File: config.mk
export PLATFORM = sky130hd
export DESIGN_NAME = pingpong_buf_ctrl_flat
export DESIGN_NICKNAME = d
export VERILOG_FILES = /design/src/rtl/pingpong_buf_ctrl_pkg.sv /design/src/rtl/pingpong_buf_ctrl_if.sv /design/src/rtl/pingpong_buf_ctrl_bank.sv /design/src/rtl/pingpong_buf_ctrl.sv /design/src/flat_wrapper.sv
export SDC_FILE = /design/constraint.sdc
export NUM_CORES = 1
export LEC_CHECK = 0
export ABC_AREA = 1
export BUFFER_PORTS_ARGS = -buffer_cell sky130_fd_sc_hd__buf_4
export CAP_MARGIN = 15
export CORE_MARGIN = 2
export CORE_UTILIZATION = 55
export CTS_BUF_LIST = sky130_fd_sc_hd__clkbuf_4
export CTS_CLUSTER_DIAMETER = 50
export CTS_CLUSTER_SIZE = 10
export DETAILED_ROUTE_END_ITERATION = 10
export PLACE_DENSITY = 0.71
export SKIP_LAST_GASP = 1
export SLEW_MARGIN = 20
export SYNTH_ARGS = -nofsm -noshare
export SYNTH_HDL_FRONTEND = slang
export SYNTH_HIERARCHICAL = 1
export SYNTH_SLANG_ARGS = --single-unit
File: constraint.sdc
create_clock -name clk -period 3.34 [get_ports clk]
set_clock_uncertainty 0.1 [all_clocks]
set_input_delay 0.334 -clock clk [delete_from_list [all_inputs] [get_ports clk]]
set_output_delay 0.334 -clock clk [all_outputs]
set_load 0.05 [all_outputs]
File: src/rtl/pingpong_buf_ctrl_pkg.sv
// Shared parameters and debug types for the ping-pong feature buffer.
package pingpong_buf_ctrl_pkg;

  localparam int unsigned DATA_W = 32;
  localparam int unsigned DEPTH  = 16;
  localparam int unsigned ADDR_W = 4;

  // Per-bank lifecycle, for debug/assertion views only; RTL stores full flags and pointers.
  typedef enum logic [1:0] {
    EMPTY    = 2'd0,
    FILLING  = 2'd1,
    FULL     = 2'd2,
    DRAINING = 2'd3
  } bank_state_t;

endpackage

File: src/rtl/pingpong_buf_ctrl_if.sv
// Producer/consumer handshake and mux-feed bundle of the ping-pong buffer.
interface pingpong_buf_ctrl_if #(
  parameter int unsigned DATA_W = 32
);
  logic              in_valid;
  logic [DATA_W-1:0] in_data;
  logic              in_ready;
  logic              out_ready;
  logic              out_valid;
  logic [DATA_W-1:0] bank0_data;
  logic [DATA_W-1:0] bank1_data;
  logic              rd_sel;
  logic              bank_done;

  modport master (
    output in_valid, in_data, out_ready,
    input  in_ready, out_valid, bank0_data, bank1_data, rd_sel, bank_done
  );

  modport slave (
    input  in_valid, in_data, out_ready,
    output in_ready, out_valid, bank0_data, bank1_data, rd_sel, bank_done
  );
endinterface

File: src/rtl/pingpong_buf_ctrl_bank.sv
// One bank: DEPTH x DATA_W registers, one write port, one combinational read port.
module pingpong_bank #(
  parameter int unsigned DATA_W = 32,
  parameter int unsigned DEPTH  = 16,
  parameter int unsigned ADDR_W = 4
) (
  input  logic              clk,
  input  logic              we,
  input  logic [ADDR_W-1:0] waddr,
  input  logic [DATA_W-1:0] wdata,
  input  logic [ADDR_W-1:0] raddr,
  output logic [DATA_W-1:0] rdata
);
  logic [DATA_W-1:0] mem [DEPTH];

  always_ff @(posedge clk) begin
    if (we) mem[waddr] <= wdata;
  end

  assign rdata = mem[raddr];
endmodule

File: src/rtl/pingpong_buf_ctrl.sv
// Ping-pong buffer: one bank fills from upstream while the other full bank drains.
module pingpong_buf_ctrl
  import pingpong_buf_ctrl_pkg::*;
#(
  parameter int unsigned DATA_W = pingpong_buf_ctrl_pkg::DATA_W,
  parameter int unsigned DEPTH  = pingpong_buf_ctrl_pkg::DEPTH,
  parameter int unsigned ADDR_W = pingpong_buf_ctrl_pkg::ADDR_W
) (
  input  logic              clk,
  input  logic              reset,
  pingpong_buf_ctrl_if.slave bus
);
  localparam logic [ADDR_W-1:0] LAST = ADDR_W'(DEPTH - 1);

  logic              wr_bank, wr_bank_nxt;
  logic              rd_sel, rd_sel_nxt;
  logic [ADDR_W-1:0] wr_addr, wr_addr_nxt;
  logic [ADDR_W-1:0] rd_addr, rd_addr_nxt;
  logic [1:0]        full, full_nxt;
  logic              bank_done, bank_done_nxt;
  logic              in_ready, out_valid;
  logic              accept, consume;

  // State register
  always_ff @(posedge clk or posedge reset) begin
    if (reset) begin
      wr_bank   <= 1'b0;
      rd_sel    <= 1'b0;
      wr_addr   <= '0;
      rd_addr   <= '0;
      full      <= '0;
      bank_done <= 1'b0;
    end else begin
      wr_bank   <= wr_bank_nxt;
      rd_sel    <= rd_sel_nxt;
      wr_addr   <= wr_addr_nxt;
      rd_addr   <= rd_addr_nxt;
      full      <= full_nxt;
      bank_done <= bank_done_nxt;
    end
  end

  // Next state; set and clear of full can hit different banks in the same cycle
  always_comb begin
    wr_bank_nxt   = wr_bank;
    rd_sel_nxt    = rd_sel;
    wr_addr_nxt   = wr_addr;
    rd_addr_nxt   = rd_addr;
    full_nxt      = full;
    bank_done_nxt = 1'b0;
    if (accept) begin
      if (wr_addr == LAST) begin
        full_nxt[wr_bank] = 1'b1;
        wr_bank_nxt       = ~wr_bank;
        wr_addr_nxt       = '0;
      end else begin
        wr_addr_nxt = wr_addr + 1'b1;
      end
    end
    if (consume) begin
      if (rd_addr == LAST) begin
        full_nxt[rd_sel] = 1'b0;
        rd_sel_nxt       = ~rd_sel;
        rd_addr_nxt      = '0;
        bank_done_nxt    = 1'b1;
      end else begin
        rd_addr_nxt = rd_addr + 1'b1;
      end
    end
  end

  // Outputs
  always_comb begin
    in_ready  = ~full[wr_bank];
    out_valid = full[rd_sel];
    accept    = bus.in_valid & in_ready;
    consume   = out_valid & bus.out_ready;
  end

  assign bus.in_ready  = in_ready;
  assign bus.out_valid = out_valid;
  assign bus.rd_sel    = rd_sel;
  assign bus.bank_done = bank_done;

  pingpong_bank #(.DATA_W(DATA_W), .DEPTH(DEPTH), .ADDR_W(ADDR_W)) u_bank0 (
    .clk   (clk),
    .we    (accept & ~wr_bank),
    .waddr (wr_addr),
    .wdata (bus.in_data),
    .raddr (rd_addr),
    .rdata (bus.bank0_data)
  );

  pingpong_bank #(.DATA_W(DATA_W), .DEPTH(DEPTH), .ADDR_W(ADDR_W)) u_bank1 (
    .clk   (clk),
    .we    (accept & wr_bank),
    .waddr (wr_addr),
    .wdata (bus.in_data),
    .raddr (rd_addr),
    .rdata (bus.bank1_data)
  );

  a_no_same_bank: assert property (@(posedge clk) disable iff (reset)
    !(accept && consume && (wr_bank == rd_sel)));
endmodule

File: src/flat_wrapper.sv
// flat-port wrapper written by rule: the top's interface ports become plain ports
module pingpong_buf_ctrl_flat import pingpong_buf_ctrl_pkg::*;
#(
  parameter int unsigned DATA_W = pingpong_buf_ctrl_pkg::DATA_W,
  parameter int unsigned DEPTH  = pingpong_buf_ctrl_pkg::DEPTH,
  parameter int unsigned ADDR_W = pingpong_buf_ctrl_pkg::ADDR_W
)
  (clk, reset, bus_in_valid, bus_in_data, bus_out_ready, bus_in_ready, bus_out_valid, bus_bank0_data, bus_bank1_data, bus_rd_sel, bus_bank_done);
  pingpong_buf_ctrl_if #(.DATA_W(DATA_W)) bus_i ();
  input  logic clk;
  input  logic reset;
  input wire logic [$bits(bus_i.in_valid)-1:0] bus_in_valid;
  input wire logic [$bits(bus_i.in_data)-1:0] bus_in_data;
  input wire logic [$bits(bus_i.out_ready)-1:0] bus_out_ready;
  output wire logic [$bits(bus_i.in_ready)-1:0] bus_in_ready;
  output wire logic [$bits(bus_i.out_valid)-1:0] bus_out_valid;
  output wire logic [$bits(bus_i.bank0_data)-1:0] bus_bank0_data;
  output wire logic [$bits(bus_i.bank1_data)-1:0] bus_bank1_data;
  output wire logic [$bits(bus_i.rd_sel)-1:0] bus_rd_sel;
  output wire logic [$bits(bus_i.bank_done)-1:0] bus_bank_done;
  assign bus_i.in_valid = bus_in_valid;
  assign bus_i.in_data = bus_in_data;
  assign bus_i.out_ready = bus_out_ready;
  assign bus_in_ready = bus_i.in_ready;
  assign bus_out_valid = bus_i.out_valid;
  assign bus_bank0_data = bus_i.bank0_data;
  assign bus_bank1_data = bus_i.bank1_data;
  assign bus_rd_sel = bus_i.rd_sel;
  assign bus_bank_done = bus_i.bank_done;
  pingpong_buf_ctrl #(.DATA_W(DATA_W), .DEPTH(DEPTH), .ADDR_W(ADDR_W)) u_core (.clk(clk), .reset(reset), .bus(bus_i));
endmodule
==> flow_summary.toml <==
[grt]
grt_pass1_vias = 28130
grt_antenna_before_repair = 10
grt_max_degree = 110
met2_usage = 0.4267
grt_pass1_wl_mm = 169.3
grt_use_total = 0.2693
gr-total-overflow = 0
met1_usage = 0.3809
busiest_layer = "met2"
gr-usage-met3 = 0.04592

[clock_tree]
cts_max_level = 3
clock_sinks = 1037
clk_latency_ns = 0.90
tritoncts = "yes"
clockBufferDepth = 3
path_clk_slew_ns = 0.11
root_buffer = "clkbuf_4"
cts_made_buffers = 114

[drt]
drt-pass1-iter-count = 6
drt-vias-per-instance = 5.466
antenna_left = 0
drc = 0
routed_wl_mm = 113.9
first_iter_violations = 3592
num_vias = 30120
avgRoutedWirePerCell_um = 20.66

[worst_setup_path]
end_kind = "output port"
r2r_start = "u_core/wr_bank"
cp.required_ns = 2.91
cp_max_fo = 21
crit_start = "u_core/rd_addr[0]"
crit_type = "register to output port"
critPathArrivalTime_ns = 2.88
start_kind = "register"

[placed_design]
io_buffers = 103
dp_hpwl_mm = 59.52
placed_area_um2 = 46910
gp_congestion = 0.8047
dp_slack_ns = 0.7449

[cells_and_area]
nNetsFinal = 4458
final_layout_size_suffix_gt1_frac = 0.09624
postLayoutCellArea_um2 = 49110
final_util = 0.6087
syn_to_final_growth_pct = 9.530

[synth]
synth_cells = 4256
ys_types = 27
avgSynthCellArea_um2 = 10.54
synth_seq_cells = 1037
yosysWarnings = 6
syn_nets = 4294
seq_area_frac_synth = 0.6930
synth_area_um2 = 44840

[floorplan]
core-area_um2 = 80680
dieHeight_um = 289.5
dieArea_um2 = 83820
pin_count = 104
die_x_um = 289.5
rows = 104
initial_utilization = 0.5558

[pwr]
ir_worst_vdd_mv = 0.6893
power_density_nw_per_um2 = 802.8
power.leakage_nw = 20.88

[sta]
fin_crit_ns = 3.315
fmax_mhz = 301.7
rsz0062_at_grt = "true"
min_period_over_period = 0.9924
finalSetupViolations = 0
drv_slew = 0
finalHoldViolations = 0
finalWorstSetupSlack_ns = 0.02541
maxSlewHeadroom = 0.5071
tightest_slew_ns = 0.7376

[run_status]
status = "finished clean"

[min_path]
min_path_type = "primary input to register"
worstHoldStart = "bus_in_valid"

[job]
cap_violations = 0
## final timing paths
kind,to,slack [ns],depth (start not counted)
min in group asynchronous,u_core/bus.bank_done,0.62,4
min reg2reg,u_core/full[1],0.48,2
max in group asynchronous,u_core/rd_addr[2],2.08,4
max reg2reg,u_core/u_bank0/mem[2][1],0.73,8
max,bus_bank1_data[23],0.03,10
min,u_core/full[1],0.27,4
## metal layers
layer	vias up	share of wire	routed length, um
li1	14050	-	-
met5	-	0.00071	81
met1	14360	0.40	45610
met4	12	0.029	3353
met2	1481	0.47	53510
met3	216	0.099	11300
## through the flow
step	std cells	setup TNS, ns	hold slack, ns	power (mW)
after floorplan	4256	0	0.1110	27.33
after global placement	5300	0	0.3642	32.19
after detailed placement	5300	0	0.3784	32.34
after CTS	5499	-0.007872	0.1637	38.93
after global routing	5509	-0.8096	0.2236	41.25
final	5510	0	0.2732	39.43
## layout by cell type (no fill, tap or decap), types with 4 or more instances in the layout
master / instances
nand3b_1: 5
buf_16: 14
buf_12: 29
inv_6: 4
inv_2: 4
dfrtp_4: 4
dfrtp_1: 9
clkbuf_4: 138
nand2_1: 1362
nor2_4: 32
o21ai_0: 5
edfxtp_1: 1024
buf_6: 21
dlygate4sd3_1: 36
clkbuf_16: 5
inv_1: 784
buf_4: 144
nor2_1: 7
nand3_1: 775
nand2_2: 14
## final cells by class
cell class | count | area [um2]
multi-input combinational | 2217 | 9664
timing repair buffer | 254 | 2897
clock buffer | 138 | 1036
sequential | 1037 | 31090
tap | 1060 | 1326
inverter | 792 | 3032
timing repair inverter | 4 | 35.03
clock inverter | 5 | 23.77
antenna | 3 | 7.507
fill | 6278 | 31570
## worst max-delay path, cell delays in order (launching register included)
cell	delay [ns]
dfrtp_4	0.56
buf_16	0.22
inv_16	0.15
buf_16	0.19
nand2_1	0.06
nand2_1	0.06
nand2_1	0.05
nand3_1	0.08
nand3_1	0.16
nand2_1	0.19
buf_6	0.18
## sequential cells by signal (all words and copies together) (netlist names)
register and count:
u_core/bus.bank_done 1, u_core/bus.rd_sel 1, u_core/rd_addr 4, u_core/full 2
u_core/u_bank1/mem 512, u_core/wr_bank 1, u_core/wr_addr 4, u_core/u_bank0/mem 512
## synthesized netlist by cell type
library cell  instances  share of area
nand3b_1              5        0.00084
nor2_2                2        0.00028
nand3_1             777          0.087
xnor2_1               2        0.00039
a21oi_1               1        0.00011
inv_1               787          0.066
inv_4                 2        0.00028
buf_12                2        0.00089
nand4_1               3        0.00042
o21ai_1               1        0.00011
buf_6                58          0.015
edfxtp_1           1024           0.69
nand2_2               1        0.00014
ha_1                  2        0.00056
inv_2                 3        0.00025
dfrtp_1              13         0.0073
o21ai_0               5        0.00056
nand2_4               1        0.00025
nand2_1            1375           0.12
buf_4                12         0.0020
nor2_1               39         0.0033
buf_2                82         0.0092
or2_2                 1        0.00014
a31oi_1               1        0.00014
buf_1                28         0.0023
clkbuf_1             28         0.0023
xor2_1                1        0.00020
## power by group
| group | total (mW) | internal (mW) | switching, mW |
|---|---|---|---|
| sequential | 15.2 | 14.9 | 0.313 |
| clock | 5.74 | 1.87 | 3.86 |
| combinational | 18.5 | 5.48 | 13.0 |
| total | 39.4 | 22.3 | 17.2 |
## cells by family after synthesis
kind of cell | Yosys count | share of synthesized area
xor gates and xnor gates | 3 | 0.0005861
adders and majority gates | 2 | 0.0005580
DFF | 1037 | 0.6930
and+or+nand+nor | 2204 | 0.2072
AOI/OAI and AO/OA | 8 | 0.0009206
buffers and inverters | 1002 | 0.09772
## timing repair
action | in CTS | in global routing
resized for setup | 41 | 26
gates cloned | 9 | 5
hold buffers | 36 | 0
endpoints found under the setup margin | 64 | 45
setup buffers | 11 | 3
hold endpoints to repair | 1050 | 0
Power figures use the tool's default switching activity.
